<file path="src/rtl/do_router.sv">
// do_router: write-side router from the core/DMA data-out bus to three sinks.
// Words tagged with a 2-bit destination select are buffered in a DEPTH-entry
// FIFO and delivered strictly in order to sink 0 (memory), 1 (DMA) or
// 2 (peripheral) over per-sink valid/ready handshakes. Select 2'b11 is
// illegal: the word is consumed, dropped, and err_sel pulses for one cycle.
//
// Ports:
//   clk        rising-edge clock
//   reset      asynchronous, active-high reset
//   sel_DO     destination of DO_in (00/01/10 = sink 0/1/2, 11 = illegal)
//   DO_in      write data word
//   in_valid   DO_in/sel_DO valid
//   in_ready   router can accept a word this cycle (registered, never
//              combinationally dependent on out_ready)
//   out_data   head-of-FIFO data, shared by all sinks (0 when empty)
//   out_valid  one-hot, bit k = head word targets sink k (0 when empty)
//   out_ready  bit k = sink k accepts out_data this cycle
//   err_sel    one-cycle pulse after an illegal select is consumed
//   count      FIFO occupancy, 0..DEPTH
module do_router #(
  parameter int unsigned DEPTH = 4,
  parameter int unsigned AW    = 2
) (
  input  logic          clk,
  input  logic          reset,
  input  logic [1:0]    sel_DO,
  input  logic [31:0]   DO_in,
  input  logic          in_valid,
  output logic          in_ready,
  output logic [31:0]   out_data,
  output logic [2:0]    out_valid,
  input  logic [2:0]    out_ready,
  output logic          err_sel,
  output logic [AW:0]   count
);

  localparam logic [AW:0]   FULL    = (AW+1)'(DEPTH);
  localparam logic [AW:0]   CNT_ONE = (AW+1)'(1);
  localparam logic [AW-1:0] PTR_ONE = AW'(1);

  // Each entry holds {sel, data}.
  logic [33:0]   mem [DEPTH];
  logic [AW-1:0] wr_ptr;
  logic [AW-1:0] rd_ptr;
  logic [AW:0]   count_next;
  logic          accept;
  logic          push;
  logic          pop;
  logic          empty;
  logic [1:0]    head_sel;

  assign accept   = in_valid && in_ready;
  assign push     = accept && (sel_DO != 2'b11);
  assign empty    = (count == '0);
  assign head_sel = mem[rd_ptr][33:32];

  // Head presentation; the stored select is never 2'b11.
  always_comb begin
    out_valid = '0;
    out_data  = '0;
    if (!empty) begin
      out_data = mem[rd_ptr][31:0];
      case (head_sel)
        2'b00:   out_valid = 3'b001;
        2'b01:   out_valid = 3'b010;
        2'b10:   out_valid = 3'b100;
        default: out_valid = '0;
      endcase
    end
  end

  // Only the selected sink's ready matters since out_valid is one-hot.
  assign pop = |(out_valid & out_ready);

  always_comb begin
    count_next = count;
    case ({push, pop})
      2'b10:   count_next = count + CNT_ONE;
      2'b01:   count_next = count - CNT_ONE;
      default: count_next = count;
    endcase
  end

  always_ff @(posedge clk) begin
    if (push) mem[wr_ptr] <= {sel_DO, DO_in};
  end

  // in_ready is registered from the next occupancy, so a pop while full
  // re-opens the input on the following cycle without a comb path.
  always_ff @(posedge clk or posedge reset) begin
    if (reset) begin
      wr_ptr   <= '0;
      rd_ptr   <= '0;
      count    <= '0;
      in_ready <= 1'b0;
      err_sel  <= 1'b0;
    end else begin
      if (push) wr_ptr <= wr_ptr + PTR_ONE;
      if (pop)  rd_ptr <= rd_ptr + PTR_ONE;
      count    <= count_next;
      in_ready <= (count_next != FULL);
      err_sel  <= accept && (sel_DO == 2'b11);
    end
  end

endmodule
</file>
<file path="config.mk">
export PLATFORM = sky130hd
export DESIGN_NAME = do_router
export DESIGN_NICKNAME = d
export VERILOG_FILES = /design/src/rtl/do_router.sv
export SDC_FILE = /design/constraint.sdc
export NUM_CORES = 1
export LEC_CHECK = 0
export BUFFER_PORTS_ARGS = -buffer_cell sky130_fd_sc_hd__buf_2
export CORE_MARGIN = 1.5
export CORE_UTILIZATION = 50
export DETAILED_ROUTE_END_ITERATION = 7
export PLACE_DENSITY = 0.71
export SYNTH_ARGS = -nofsm -noshare
export SYNTH_HDL_FRONTEND = slang
export SYNTH_SLANG_ARGS = --single-unit
export TNS_END_PERCENT = 30
</file>
<file path="constraint.sdc">
create_clock -name clk -period 3.4 [get_ports clk]
set_clock_uncertainty 0.05 [all_clocks]
set_input_delay 0.68 -clock clk [delete_from_list [all_inputs] [get_ports clk]]
set_output_delay 0.68 -clock clk [all_outputs]
set_load 0.02 [all_outputs]
</file>
==> results.py <==
metrics = {
    "run_status": {
        "status": "complete, no violations",
    },
    "floorplan": {
        "dieArea_um2": 12140,
        "coreArea_um2": 11030,
        "initial_core_util_pct": 52.05,
        "pin_count": 80,
        "rows": 38,
        "die_height_um": 110.2,
        "die_w_um": 110.2,
    },
    "grt": {
        "antenna_found_initial": 1,
        "grt.total_usage_pct": 18.74,
        "grt_max_degree": 36,
        "grt_first_pass_wirelength_um": 15650,
        "grt_pass1_vias": 2969,
        "overflow": 0,
    },
    "critical_path": {
        "crit_start": "rd_ptr[0]",
        "r2r_start": "rd_ptr[1]",
        "critPathKind": "register to output port",
        "cp_max_fo": 35,
        "arrival_ns": 2.38,
        "required_ns": 2.67,
        "worst_setup_path_start_kind": "register",
        "critPathCaptureType": "output port",
    },
    "yosys": {
        "syn_nets": 328,
        "synth-seq-cells": 145,
        "ys_types": 32,
        "synth_edf_count": 136,
        "netlist.top_cell.by_area": "edfxtp_1",
        "synth_warnings": 0,
        "synth_top_area_share_pct": 71.13,
        "async_flop_share_pct": 6.207,
        "seq_area_frac_synth_pct": 75.05,
        "syn-cell-area_um2": 5742,
        "avgSynthCellArea_um2": 20.36,
        "synth_ff_type": "edfxtp_1",
        "synth_area_leaders": "edfxtp_1, mux4_2, and2_1, dfrtp_1, ha_1",
        "syn_inst": 282,
    },
    "timing": {
        "min_period_ns": 3.110,
        "setup_tns_ns": 0,
        "fmax_ghz": 0.3215,
        "hold_viol": 0,
        "tightestPinTransition_ns": 0.6713,
        "holdWs_ns": 0.1824,
        "drv_slew": 0,
        "rsz0062_at_grt": "no",
        "slew_headroom_pct": 55.24,
        "period_share_pct": 91.47,
        "setup_viol": 0,
    },
    "drt": {
        "drtAntennaViolNets": 0,
        "wire_per_inst_um": 19.34,
        "dr_total_vias": 2888,
        "drt_wl_total_um": 10230,
        "viasPerCell": 5.459,
        "firstDrtPassIters": 4,
        "drcViolationCount": 0,
        "drt-initial-drc-count": 168,
    },
    "hold_path": {
        "min_path_type": "primary input to asynchronous set/reset pin",
    },
    "clock_tree": {
        "clock_path_buffers": 2,
        "cts_setup_buffers": 0,
        "clkTransAtPathRegs_ns": 0.06,
        "cts_inserted_buffers": 17,
        "hold_buffers": 0,
        "h-tree-depth": 4,
        "cts_sinks": 145,
        "clk-insertion-delay-late_ns": 0.41,
        "cts_root_buffer": "clkbuf_16",
        "cts_tree": "done",
        "ctsResizeCount": 0,
    },
    "cells_and_area": {
        "fillerInstances": 797,
        "area_growth_syn_to_layout_pct": 20.05,
        "nets": 422,
        "final_layout_size_suffix_gt1_share_pct": 39.43,
    },
    "placement": {
        "routabilityCongestion": 0.7103,
        "place_hpwl_um": 6286,
        "portBuffers": 79,
    },
    "power": {
        "power.density_nw_per_um2": 926.9,
        "ir_worst_vdd_mv": 0.4699,
        "p_leak_nw": 2.483,
    },
    "run": {
        "maxCapViolations": 0,
    },
}
where the power goes:
group	total [mW]	switching (mW)	internal, mW
sequential	2.40	0.136	2.26
combinational	2.20	1.25	0.946
clock	1.80	0.661	1.14
total	6.39	2.05	4.34
flip-flops by register name (all words and copies together), names as in the netlist:
name,cells
count,3
rd_ptr,2
err_sel,1
wr_ptr,2
in_ready,1
mem,136
through the flow:
step / cell area (um^2) / worst slack (ns) / utilization, % / total power [mW] / cells
2_1_floorplan: 5742 / 0.7920 / - / 4.003 / 282
3_5_place_dp: 6319 / 0.3684 / 57.28 / 4.665 / 497
4_1_cts: 6890 / 0.2304 / 62.47 / 6.459 / 528
5_1_grt: 6893 / 0.1461 / 62.49 / 6.729 / 529
3_3_place_gp: 6319 / 0.5063 / 57.28 / 4.624 / 497
6_report: 6893 / 0.2900 / 62.49 / 6.389 / 529
final timing paths:
| kind | slack (ns) | end | cells after the start |
|---|---|---|---|
| setup / recovery | 0.29 | out_data[2] | 4 |
| hold / removal | 0.18 | rd_ptr[0] | 2 |
| setup reg to reg | 0.34 | in_ready | 11 |
| hold reg to reg | 0.47 | err_sel | 2 |
| max in group asynchronous | 2.82 | rd_ptr[1] | 2 |
| min in group clk | 0.43 | mem[3][10] | 1 |
cells in the final DEF (no fill, tap or decap), types with 2 or more instances in the layout:
cell	instances
a21oi_1	2
and2_1	33
and2_2	4
buf_2	79
buf_4	8
bufinv_16	3
clkbuf_16	17
clkinv_1	6
dfrtp_1	7
dfrtp_2	2
edfxtp_1	136
ha_1	5
inv_1	7
inv_6	2
mux2i_1	6
mux2i_2	2
mux4_2	32
nand2_1	7
nor2_1	4
nor3_1	3
o22a_1	2
or3_1	2
xnor2_1	2
xor2_1	2
cell usage after synthesis, types with 2 or more instances:
master    number
edfxtp_1     136
and2_1        37
mux4_2        32
dfrtp_1        9
inv_1          7
nand2_1        7
clkbuf_1       6
mux2i_1        6
ha_1           5
buf_2          4
nor2_1         4
nor3_1         3
a21oi_1        2
mux2i_2        2
o22a_1         2
or3_1          2
xnor2_1        2
xor2_1         2
cell families (layout without fill, tap and decap cells):
logic type      Yosys count  count (layout)  share of synthesized area (%)
mux                      43              43                          14.73
xor+xnor                  4               4                         0.6103
compound gates           10              10                          1.199
simple gates             55              55                          5.448
other cells               0               1                              0
flops                   145             145                          75.05
buf+inv                  19             125                          1.525
fa+ha+maj                 6               6                          1.438
critical path: stages, from the launching register on:
cell and delay [ns]:
dfrtp_2 0.43, buf_4 0.58, mux4_2 0.59, and2_1 0.19, buf_2 0.16
cell type report:
type	instances	area (um^2)	area share [%]
clock inverters	13	142.6	2.069
flip-flops and latches	145	4312	62.55
inverters	7	26.28	0.3812
diodes	1	2.502	0.03630
repair buffers	87	455.4	6.607
clock buffers	18	429.2	6.226
well taps	140	175.2	2.541
multi-input cells	118	1350	19.59
layer usage:
metal	vias up	share of wire, %	track usage [%]
met1	1488	40	22.18
met4	0	1.8	8.791
met5	-	0	0
met2	78	54	32.08
met3	19	4.0	5.056
li1	1303	-	-
No activity file was read; power rests on OpenSTA's default activity.
